`config.mk`:
```
export PLATFORM = sky130hd
export DESIGN_NAME = am2910_seq
export DESIGN_NICKNAME = d
export VERILOG_FILES = /design/src/rtl/am2910_pkg.sv /design/src/rtl/am2910_stack.sv /design/src/rtl/am2910_seq.sv
export SDC_FILE = /design/constraint.sdc
export NUM_CORES = 1
export LEC_CHECK = 0
export BUFFER_PORTS_ARGS = -buffer_cell sky130_fd_sc_hd__clkbuf_2
export CORE_AREA = 2 2 147 149
export DETAILED_ROUTE_END_ITERATION = 10
export DIE_AREA = 0 0 149 151
export PLACE_DENSITY_LB_ADDON = 0.08
export SLEW_MARGIN = 20
export SYNTH_ARGS = -nofsm -noshare
export SYNTH_HDL_FRONTEND = slang
export SYNTH_SLANG_ARGS = --single-unit
```
`constraint.sdc`:
```
create_clock -name clk -period 4.1 [get_ports clk]
set_clock_uncertainty 0.2 [all_clocks]
set_input_delay 0.205 -clock clk [delete_from_list [all_inputs] [get_ports clk]]
set_output_delay 0.205 -clock clk [all_outputs]
set_load 0.005 [all_outputs]
```
`src/rtl/am2910_pkg.sv`:
```
// Shared types and defaults for the Am2910 microprogram sequencer.
package am2910_pkg;

    localparam int unsigned WIDTH_DEF = 12;
    localparam int unsigned DEPTH_DEF = 5;

    typedef enum logic [3:0] {
        JZ   = 4'd0,
        CJS  = 4'd1,
        JMAP = 4'd2,
        CJP  = 4'd3,
        PUSH = 4'd4,
        JSRP = 4'd5,
        CJV  = 4'd6,
        JRP  = 4'd7,
        RFCT = 4'd8,
        RPCT = 4'd9,
        CRTN = 4'd10,
        CJPP = 4'd11,
        LDCT = 4'd12,
        LOOP = 4'd13,
        CONT = 4'd14,
        TWB  = 4'd15
    } opcodeT;

    typedef enum logic [2:0] {
        YSRC_UPC  = 3'd0,
        YSRC_D    = 3'd1,
        YSRC_R    = 3'd2,
        YSRC_TOS  = 3'd3,
        YSRC_ZERO = 3'd4
    } ySrcT;

endpackage

```
`src/rtl/am2910_stack.sv`:
```
// LIFO subroutine/loop stack; a push when full overwrites the top entry.
module am2910_stack
    import am2910_pkg::*;
#(
    parameter int unsigned WIDTH = WIDTH_DEF,
    parameter int unsigned DEPTH = DEPTH_DEF
) (
    input  logic             clk,
    input  logic             reset,
    input  logic             push,
    input  logic             pop,
    input  logic             clear,
    input  logic [WIDTH-1:0] din,
    output logic [WIDTH-1:0] tos,
    output logic             full
);

    localparam int unsigned SPW = $clog2(DEPTH + 1);
    localparam int unsigned AW  = (DEPTH > 1) ? $clog2(DEPTH) : 1;

    logic [WIDTH-1:0] mem [DEPTH];
    logic [SPW-1:0]   sp;

    // Stack pointer and storage update; clear beats push beats pop.
    always_ff @(posedge clk) begin
        if (reset) begin
            sp <= '0;
            for (int unsigned i = 0; i < DEPTH; i++) begin
                mem[i] <= '0;
            end
        end else if (clear) begin
            sp <= '0;
        end else if (push) begin
            if (sp == SPW'(DEPTH)) begin
                mem[AW'(DEPTH - 1)] <= din;
            end else begin
                mem[AW'(sp)] <= din;
                sp           <= sp + 1'b1;
            end
        end else if (pop && (sp != '0)) begin
            sp <= sp - 1'b1;
        end
    end

    // Top-of-stack read; an empty stack reads as zero.
    always_comb begin
        tos = '0;
        if (sp != '0) begin
            tos = mem[AW'(sp - 1'b1)];
        end
    end

    assign full = (sp == SPW'(DEPTH));

endmodule

```
`src/rtl/am2910_seq.sv`:
```
// Am2910 microprogram sequencer: instruction decode, Y mux, uPC and R counter.
module am2910_seq
    import am2910_pkg::*;
#(
    parameter int unsigned WIDTH = WIDTH_DEF,
    parameter int unsigned DEPTH = DEPTH_DEF
) (
    input  logic             clk,
    input  logic             reset,
    input  logic [WIDTH-1:0] D,
    input  logic [3:0]       I,
    input  logic             nCCEN,
    input  logic             nCC,
    input  logic             nRLD,
    input  logic             CI,
    output logic [WIDTH-1:0] Y,
    output logic             nPL,
    output logic             nMAP,
    output logic             nVECT,
    output logic             nFULL
);

    logic [WIDTH-1:0] uPC;
    logic [WIDTH-1:0] rCnt;
    logic [WIDTH-1:0] tos;
    logic             stkFull;
    logic             pass;
    logic             rNz;
    opcodeT           op;
    ySrcT             ySrc;
    logic             push;
    logic             pop;
    logic             clear;
    logic             rLoad;
    logic             rDec;

    assign op   = opcodeT'(I);
    assign pass = nCCEN | ~nCC;
    assign rNz  = (rCnt != '0);

    // Instruction decode: Y source and stack/counter actions.
    always_comb begin
        ySrc  = YSRC_UPC;
        push  = 1'b0;
        pop   = 1'b0;
        clear = 1'b0;
        rLoad = 1'b0;
        rDec  = 1'b0;
        case (op)
            JZ:   begin ySrc = YSRC_ZERO; clear = 1'b1; end
            CJS:  if (pass) begin ySrc = YSRC_D; push = 1'b1; end
            JMAP: ySrc = YSRC_D;
            CJP:  if (pass) ySrc = YSRC_D;
            PUSH: begin push = 1'b1; rLoad = pass; end
            JSRP: begin push = 1'b1; ySrc = pass ? YSRC_D : YSRC_R; end
            CJV:  if (pass) ySrc = YSRC_D;
            JRP:  ySrc = pass ? YSRC_D : YSRC_R;
            RFCT: if (rNz) begin ySrc = YSRC_TOS; rDec = 1'b1; end
                  else pop = 1'b1;
            RPCT: if (rNz) begin ySrc = YSRC_D; rDec = 1'b1; end
            CRTN: if (pass) begin ySrc = YSRC_TOS; pop = 1'b1; end
            CJPP: if (pass) begin ySrc = YSRC_D; pop = 1'b1; end
            LDCT: rLoad = 1'b1;
            LOOP: if (pass) pop = 1'b1;
                  else ySrc = YSRC_TOS;
            CONT: ySrc = YSRC_UPC;
            TWB: begin
                if (rNz) begin
                    rDec = 1'b1;
                    if (pass) pop = 1'b1;
                    else ySrc = YSRC_TOS;
                end else begin
                    pop = 1'b1;
                    if (!pass) ySrc = YSRC_D;
                end
            end
        endcase
    end

    // Next-address mux; forced to zero while in reset.
    always_comb begin
        Y = '0;
        if (!reset) begin
            case (ySrc)
                YSRC_UPC: Y = uPC;
                YSRC_D:   Y = D;
                YSRC_R:   Y = rCnt;
                YSRC_TOS: Y = tos;
                default:  Y = '0;
            endcase
        end
    end

    // D-source strobes and stack-full flag.
    always_comb begin
        nPL   = 1'b0;
        nMAP  = 1'b1;
        nVECT = 1'b1;
        nFULL = 1'b1;
        if (!reset) begin
            nMAP  = (op != JMAP);
            nVECT = (op != CJV);
            nPL   = (op == JMAP) || (op == CJV);
            nFULL = ~stkFull;
        end
    end

    // Microprogram counter follows Y plus carry-in.
    always_ff @(posedge clk) begin
        if (reset) begin
            uPC <= '0;
        end else begin
            uPC <= Y + WIDTH'(CI);
        end
    end

    // Loop/repeat counter; an external load wins over decode actions.
    always_ff @(posedge clk) begin
        if (reset) begin
            rCnt <= '0;
        end else if (!nRLD || rLoad) begin
            rCnt <= D;
        end else if (rDec) begin
            rCnt <= rCnt - 1'b1;
        end
    end

    am2910_stack #(
        .WIDTH (WIDTH),
        .DEPTH (DEPTH)
    ) uStack (
        .clk   (clk),
        .reset (reset),
        .push  (push),
        .pop   (pop),
        .clear (clear),
        .din   (uPC),
        .tos   (tos),
        .full  (stkFull)
    );

endmodule
```
==> impl_metrics.py, run 1 <==
metrics = {
    "synth": {
        "synth_warnings": 0,
        "avgSynthCellArea_um2": 12.4,
        "synth.area.top_cells": "edfxtp_1 (47%), dfxtp_1 (8.7%), mux4_2 (8.4%)",
        "synth_edf_count": 96,
        "syn_nets": 529,
        "synth_top_area_frac": 0.465,
        "syn_inst": 500,
        "netlist.top_cell.by_area": "edfxtp_1",
        "syn_area_mm2": 0.00619,
        "synth-seq-cells": 123,
        "ys_types": 58,
        "ys_async_sr_fraction": 0,
        "synth_seq_area_share": 0.553,
        "synthFlopType": "edfxtp_1",
    },
    "worst_hold_path": {
        "hold_path_end": "rCnt[1]",
        "hold_path_depth": 2,
        "hp-class": "input pin to register",
        "hp-start": "reset",
    },
    "sta": {
        "fmax_mhz": 256,
        "period_share": 0.953,
        "rsz0062_at_grt": "no",
        "setup_slack_ps": 191,
        "layout_min_cycle_time_ps": 3910,
        "setup_viol": 0,
        "worst_slew_pin_slew_ps": 869,
        "relSlewSlack": 0.420,
        "slew_violations": 0,
        "hold_viol": 0,
        "tns_ps": 0,
    },
    "floorplan": {
        "die_y_um": 151,
        "num_rows": 53,
        "die_area_mm2": 0.0225,
        "initial_core_util": 0.297,
        "floorplan.core_area_mm2": 0.0208,
        "die_w_um": 149,
        "ioPinCount": 38,
    },
    "clock_tree": {
        "cts_tree": "done",
        "cts_buffers": 17,
        "root_buffer": "clkbuf_16",
        "insertion_delay_ps": 420,
        "clk_path_buf_depth": 2,
        "cts-htree-levels": 4,
        "clock-sinks": 123,
        "clk_pin_slew_worst_paths_ps": 60,
    },
    "layout": {
        "final-seq-area_mm2": 0.00342,
        "fillCellCount": 2067,
        "drive_gt1_frac": 0.261,
        "multi_input_area_mm2": 0.00267,
        "syn_to_final_growth_pct": 24.0,
        "layout_commonest_cell": "edfxtp_1",
        "final_nets": 599,
        "n_antenna_cell": 0,
        "final_cell_mix": "edfxtp_1 (96), and2_1 (54), nand2_1 (38), nor2_1 (38), clkbuf_2 (37)",
    },
    "run": {
        "maxCapViolCount": 0,
    },
    "worst_setup_path": {
        "startpoint_type": "register",
        "endpoint_kind": "primary output",
        "required_ps": 3690,
        "worstPathCellList": "inv_1 > ha_2 > buf_4 > mux4_2 > nand2_1 > a2111oi_0 > a221oi_1 > nor2_1 > clkbuf_2",
        "slowest_stage": "a2111oi_0",
        "rr_worst_depth": 15,
        "cp_slowest_stage_delay_ps": 590,
        "r2r_setup_slack_ps": 400,
        "critPathMaxFanout": 17,
        "arrival_ps": 3500,
        "r2r-end": "uPC[11]",
        "path_class": "register to primary output",
        "r2r-start": "rCnt[0]",
    },
    "pwr": {
        "ir_drop_uv": 279,
        "p_per_area_mw_per_mm2": 468,
        "p_total_uw": 3600,
        "p_leak_uw": 0.00283,
    },
    "route": {
        "vias_per_cell": 5.02,
        "vias": 4308,
        "drt-initial-drc-count": 218,
        "wl_per_cell_um": 21.6,
        "ant_nets": 0,
        "drt_pre_antenna_iters": 4,
        "finalWirelength_um": 18500,
        "drc_errors": 0,
    },
    "global_routing": {
        "grtUsageTotal": 0.173,
        "grt_pass1_vias": 4530,
        "grt_pass1_wl_um": 28200,
        "grt_max_degree": 25,
        "overflow": 0,
        "antenna_found_initial": 0,
    },
    "place": {
        "dp_hpwl_um": 12700,
        "dp_slack_ps": 321,
        "gp_congestion": 0.788,
        "portBuffers": 37,
    },
    "outcome": {
        "status": "complete, no violations",
    },
}
Yosys cell counts, types with 2 or more instances:
cell        n
dfxtp_1    27
o221ai_1    3
nor2_1     38
a211oi_1   10
a221oi_1    5
a211o_1     2
o211ai_1    3
mux2_2      8
nor4_1      5
nor2b_1     5
a22oi_1     4
nor3_1     14
nand3_2     2
clkbuf_1   26
mux2i_1    10
mux4_2     23
nor4b_2     2
or2_2       5
a222oi_1    2
buf_2       3
edfxtp_1   96
xnor2_1    11
nand3_1    10
a21oi_1     8
and2_1     54
nand2_1    38
xor2_1      8
a2111oi_0   2
o21ai_0     8
a32oi_1     2
and3_1     15
nand2b_1    9
inv_1       9
ha_1        7
nand4_1     3
per-layer routing:
metal  vias to the layer above  part of all wire  global-route usage
li1                       2031                 -                   -
met1                      2192              0.46               0.223
met2                        77              0.50               0.297
met3                         8             0.036              0.0361
met4                         0            0.0087              0.0471
met5                         -                 0                   0
worst max-delay path by stage:
stage | startpoint | to | slack [ps]
floorplan | uStack.sp[0] | uPC[10] | 190
global placement | rCnt[0] | uPC[11] | 290
detailed placement | rCnt[0] | uPC[11] | 320
CTS | uStack.sp[1] | Y[8] | 90
global route | uStack.sp[1] | Y[8] | 0.6
finish | uStack.sp[1] | Y[8] | 190
area by class of cell:
class | count | share of cell area
inverter | 9 | 0.00440
clock buffer | 19 | 0.0564
timing repair buffer | 81 | 0.0730
clock inverter | 13 | 0.0283
tap | 275 | 0.0448
sequential | 123 | 0.446
multi-input combinational | 338 | 0.347
stage by stage:
step | hold WS, ps | instance area, µm² | cells | utilization
after global placement | 291 | 6860 | 809 | 0.329
final | 127 | 7680 | 858 | 0.369
after floorplan | 154 | 6190 | 500 | -
after detailed placement | 286 | 6860 | 809 | 0.329
after global routing | 145 | 7680 | 858 | 0.369
after CTS | 106 | 7640 | 854 | 0.367
where the power goes:
part	switching (µW)	internal (µW)
logic	278	222
registers	54.1	1390
clock network	566	1090
sequential cells by signal (all words and copies together), names as in the netlist:
signal	cells
uStack.mem	96
rCnt	12
uPC	12
uStack.sp	3
cell families after synthesis:
kind of cell | synth area share
xor gates and xnor gates | 0.0269
buffers and inverters | 0.0248
AOI/OAI and AO/OA | 0.0802
adders and majority gates | 0.0141
muxes | 0.114
and+or+nand+nor | 0.187
DFF | 0.553
worst max-delay path: cells and delay by family (launching register included):
kind / cells / cell delay [ps]
AOI/OAI and AO/OA: 2 / 730
buffers and inverters: 3 / 710
adders and majority gates: 1 / 560
DFF: 1 / 460
and+or+nand+nor: 2 / 320
muxes: 1 / 270
repair_timing:
item | 4_1_cts | 5_1_grt
hold buffers | 13 | 0
gates resized for setup | 0 | 2
setup buffers | 0 | 4
setup endpoints to repair | 0 | 6
endpoints found under the hold margin | 13 | 0
(Power assumes the default switching activity.)
==> run 2: changes to the inputs <==
--- a/config.mk
+++ b/config.mk
@@ -9,7 +9,9 @@
 export CORE_AREA = 2 2 147 149
 export DETAILED_ROUTE_END_ITERATION = 10
 export DIE_AREA = 0 0 149 151
+export GPL_TIMING_DRIVEN = 0
 export PLACE_DENSITY_LB_ADDON = 0.08
+export SETUP_SLACK_MARGIN = 0.05
 export SLEW_MARGIN = 20
 export SYNTH_ARGS = -nofsm -noshare
 export SYNTH_HDL_FRONTEND = slang
==> impl_metrics.py, run 2 (synthesis gave the netlist of run 1 again) <==
metrics = {
    "pwr": {
        "p_total_uw": 3460,
        "p_int_uw": 2570,
        "clkPwrFrac": 0.433,
        "p_switching_uw": 887,
        "p_leak_uw": 0.00278,
        "pwr-share-seq": 0.418,
        "swShare": 0.257,
        "pwr-share-comb": 0.149,
        "ir_drop_uv": 289,
        "p_per_area_mw_per_mm2": 451,
    },
    "sta": {
        "slew_violations": 0,
        "relSlewSlack": 0.436,
        "whs_ps": 104,
        "rsz0062_at_grt": "yes",
        "setup_viol": 0,
        "tns_ps": 0,
        "layout_min_cycle_time_ps": 3920,
        "fmax_mhz": 255,
        "hold_viol": 0,
        "period_share": 0.955,
        "setup_slack_ps": 183,
        "worst_slew_pin_slew_ps": 844,
    },
    "clock_tree": {
        "clk_path_buf_depth": 2,
        "cts_tree": "done",
        "cts_buffers": 17,
        "root_buffer": "clkbuf_16",
        "clk_pin_slew_worst_paths_ps": 50,
        "cts-htree-levels": 4,
        "clock-sinks": 123,
        "insertion_delay_ps": 410,
    },
    "global_routing": {
        "overflow": 0,
        "grtUsageTotal": 0.176,
        "grt_pass1_vias": 4493,
        "antenna_found_initial": 0,
        "grt_max_degree": 17,
        "grt_pass1_wl_um": 28200,
    },
    "worst_setup_path": {
        "path_class": "register to primary output",
        "endpoint_kind": "primary output",
        "critPathMaxFanout": 11,
        "rr_worst_depth": 15,
        "r2r-end": "uPC[10]",
        "required_ps": 3690,
        "arrival_ps": 3510,
        "r2r-start": "uStack.sp[0]",
        "r2r_setup_slack_ps": 240,
        "startpoint_type": "register",
    },
    "route": {
        "drt-met1-wl_um": 8550,
        "drt-initial-drc-count": 248,
        "ant_nets": 0,
        "finalWirelength_um": 19100,
        "vias": 4376,
        "drc_errors": 0,
        "routed.top_layer": "met4",
        "dr_wl_met2_um": 9610,
        "route.met3.wl_um": 542,
        "vias_per_cell": 5.05,
        "drt_pre_antenna_iters": 5,
        "wl_per_cell_um": 22.0,
    },
    "floorplan": {
        "floorplan.core_area_mm2": 0.0208,
        "die_area_mm2": 0.0225,
        "num_rows": 53,
        "initial_core_util": 0.297,
        "die_y_um": 151,
        "die_w_um": 149,
        "ioPinCount": 38,
    },
    "layout": {
        "n_antenna_cell": 0,
        "syn_to_final_growth_pct": 23.9,
        "final_cell_mix": "edfxtp_1 (96), and2_1 (54), nand2_1 (38)",
        "drive_gt1_frac": 0.249,
        "top_regs": "uStack.mem x96, rCnt x12, uPC x12",
        "largest_register": "uStack.mem",
        "largest_register_ffs": 96,
        "final_nets": 607,
        "layout_commonest_cell": "edfxtp_1",
    },
    "run": {
        "maxCapViolCount": 0,
    },
    "place": {
        "dp_hpwl_um": 13600,
        "portBuffers": 36,
        "gp_congestion": 0.827,
        "dp_slack_ps": -1380,
    },
    "worst_hold_path": {
        "hp-start": "reset",
        "hold_path_end": "rCnt[3]",
        "hp-class": "input pin to register",
        "hold_path_depth": 4,
    },
    "outcome": {
        "status": "complete, no violations",
    },
}
run 2: metal layers:
layer  GRT usage  vias to the layer above
met2       0.298                       93
met1       0.227                     2220
met3      0.0331                       17
met5           0                        -
met4      0.0605                        0
li1            -                     2046
run 2: critical path: stages (launching register included):
cell	delay, ps
dfxtp_1	320
clkbuf_4	200
inv_1	130
buf_8	190
ha_2	250
xor2_4	230
buf_12	200
mux4_2	550
a22oi_1	440
o221a_2	340
nor2_1	110
clkbuf_2	130
run 2: metrics by stage:
step / area (µm²) / cells / util
floorplan: 6190 / 500 / -
global placement: 6720 / 811 / 0.323
detailed placement: 6790 / 816 / 0.326
CTS: 7610 / 863 / 0.365
global route: 7670 / 866 / 0.368
finish: 7670 / 866 / 0.368
run 2: cell type report:
class	instances	area (µm²)
Multi-Input combinational cell	338	2720
Tap cell	275	344
Fill cell	2085	13200
Clock inverter	5	55.1
Inverter	9	33.8
Clock buffer	27	536
Sequential cell	123	3420
Buffer	29	160
Timing Repair Buffer	60	400
run 2: timing repair:
item / in CTS / in global routing
pin swaps: 2 / 3
endpoints found under the hold margin: 13 / 0
hold buffers: 13 / 0
setup endpoints to repair: 24 / 15
buffers inserted: 3 / 3
resized for setup: 23 / 11
run 2: power by group through the flow:
| stage | Clock (µW) | Sequential, µW | Combinational, µW |
|---|---|---|---|
| after floorplan | 0 | 1440 | 314 |
| after global placement | 0 | 1470 | 467 |
| after detailed placement | 0 | 1470 | 472 |
| after CTS | 1520 | 1440 | 510 |
| after global routing | 1570 | 1450 | 557 |
| final | 1500 | 1450 | 516 |
run 2: worst max-delay path by stage:
stage,start,endpoint,depth (start not counted)
final,uStack.sp[0],Y[2],11
after global routing,rCnt[0],Y[2],10
after CTS,uStack.sp[0],Y[10],11
after floorplan,uStack.sp[0],uPC[10],15
after detailed placement,uStack.sp[0],uPC[10],16
after global placement,uStack.sp[0],uPC[10],16
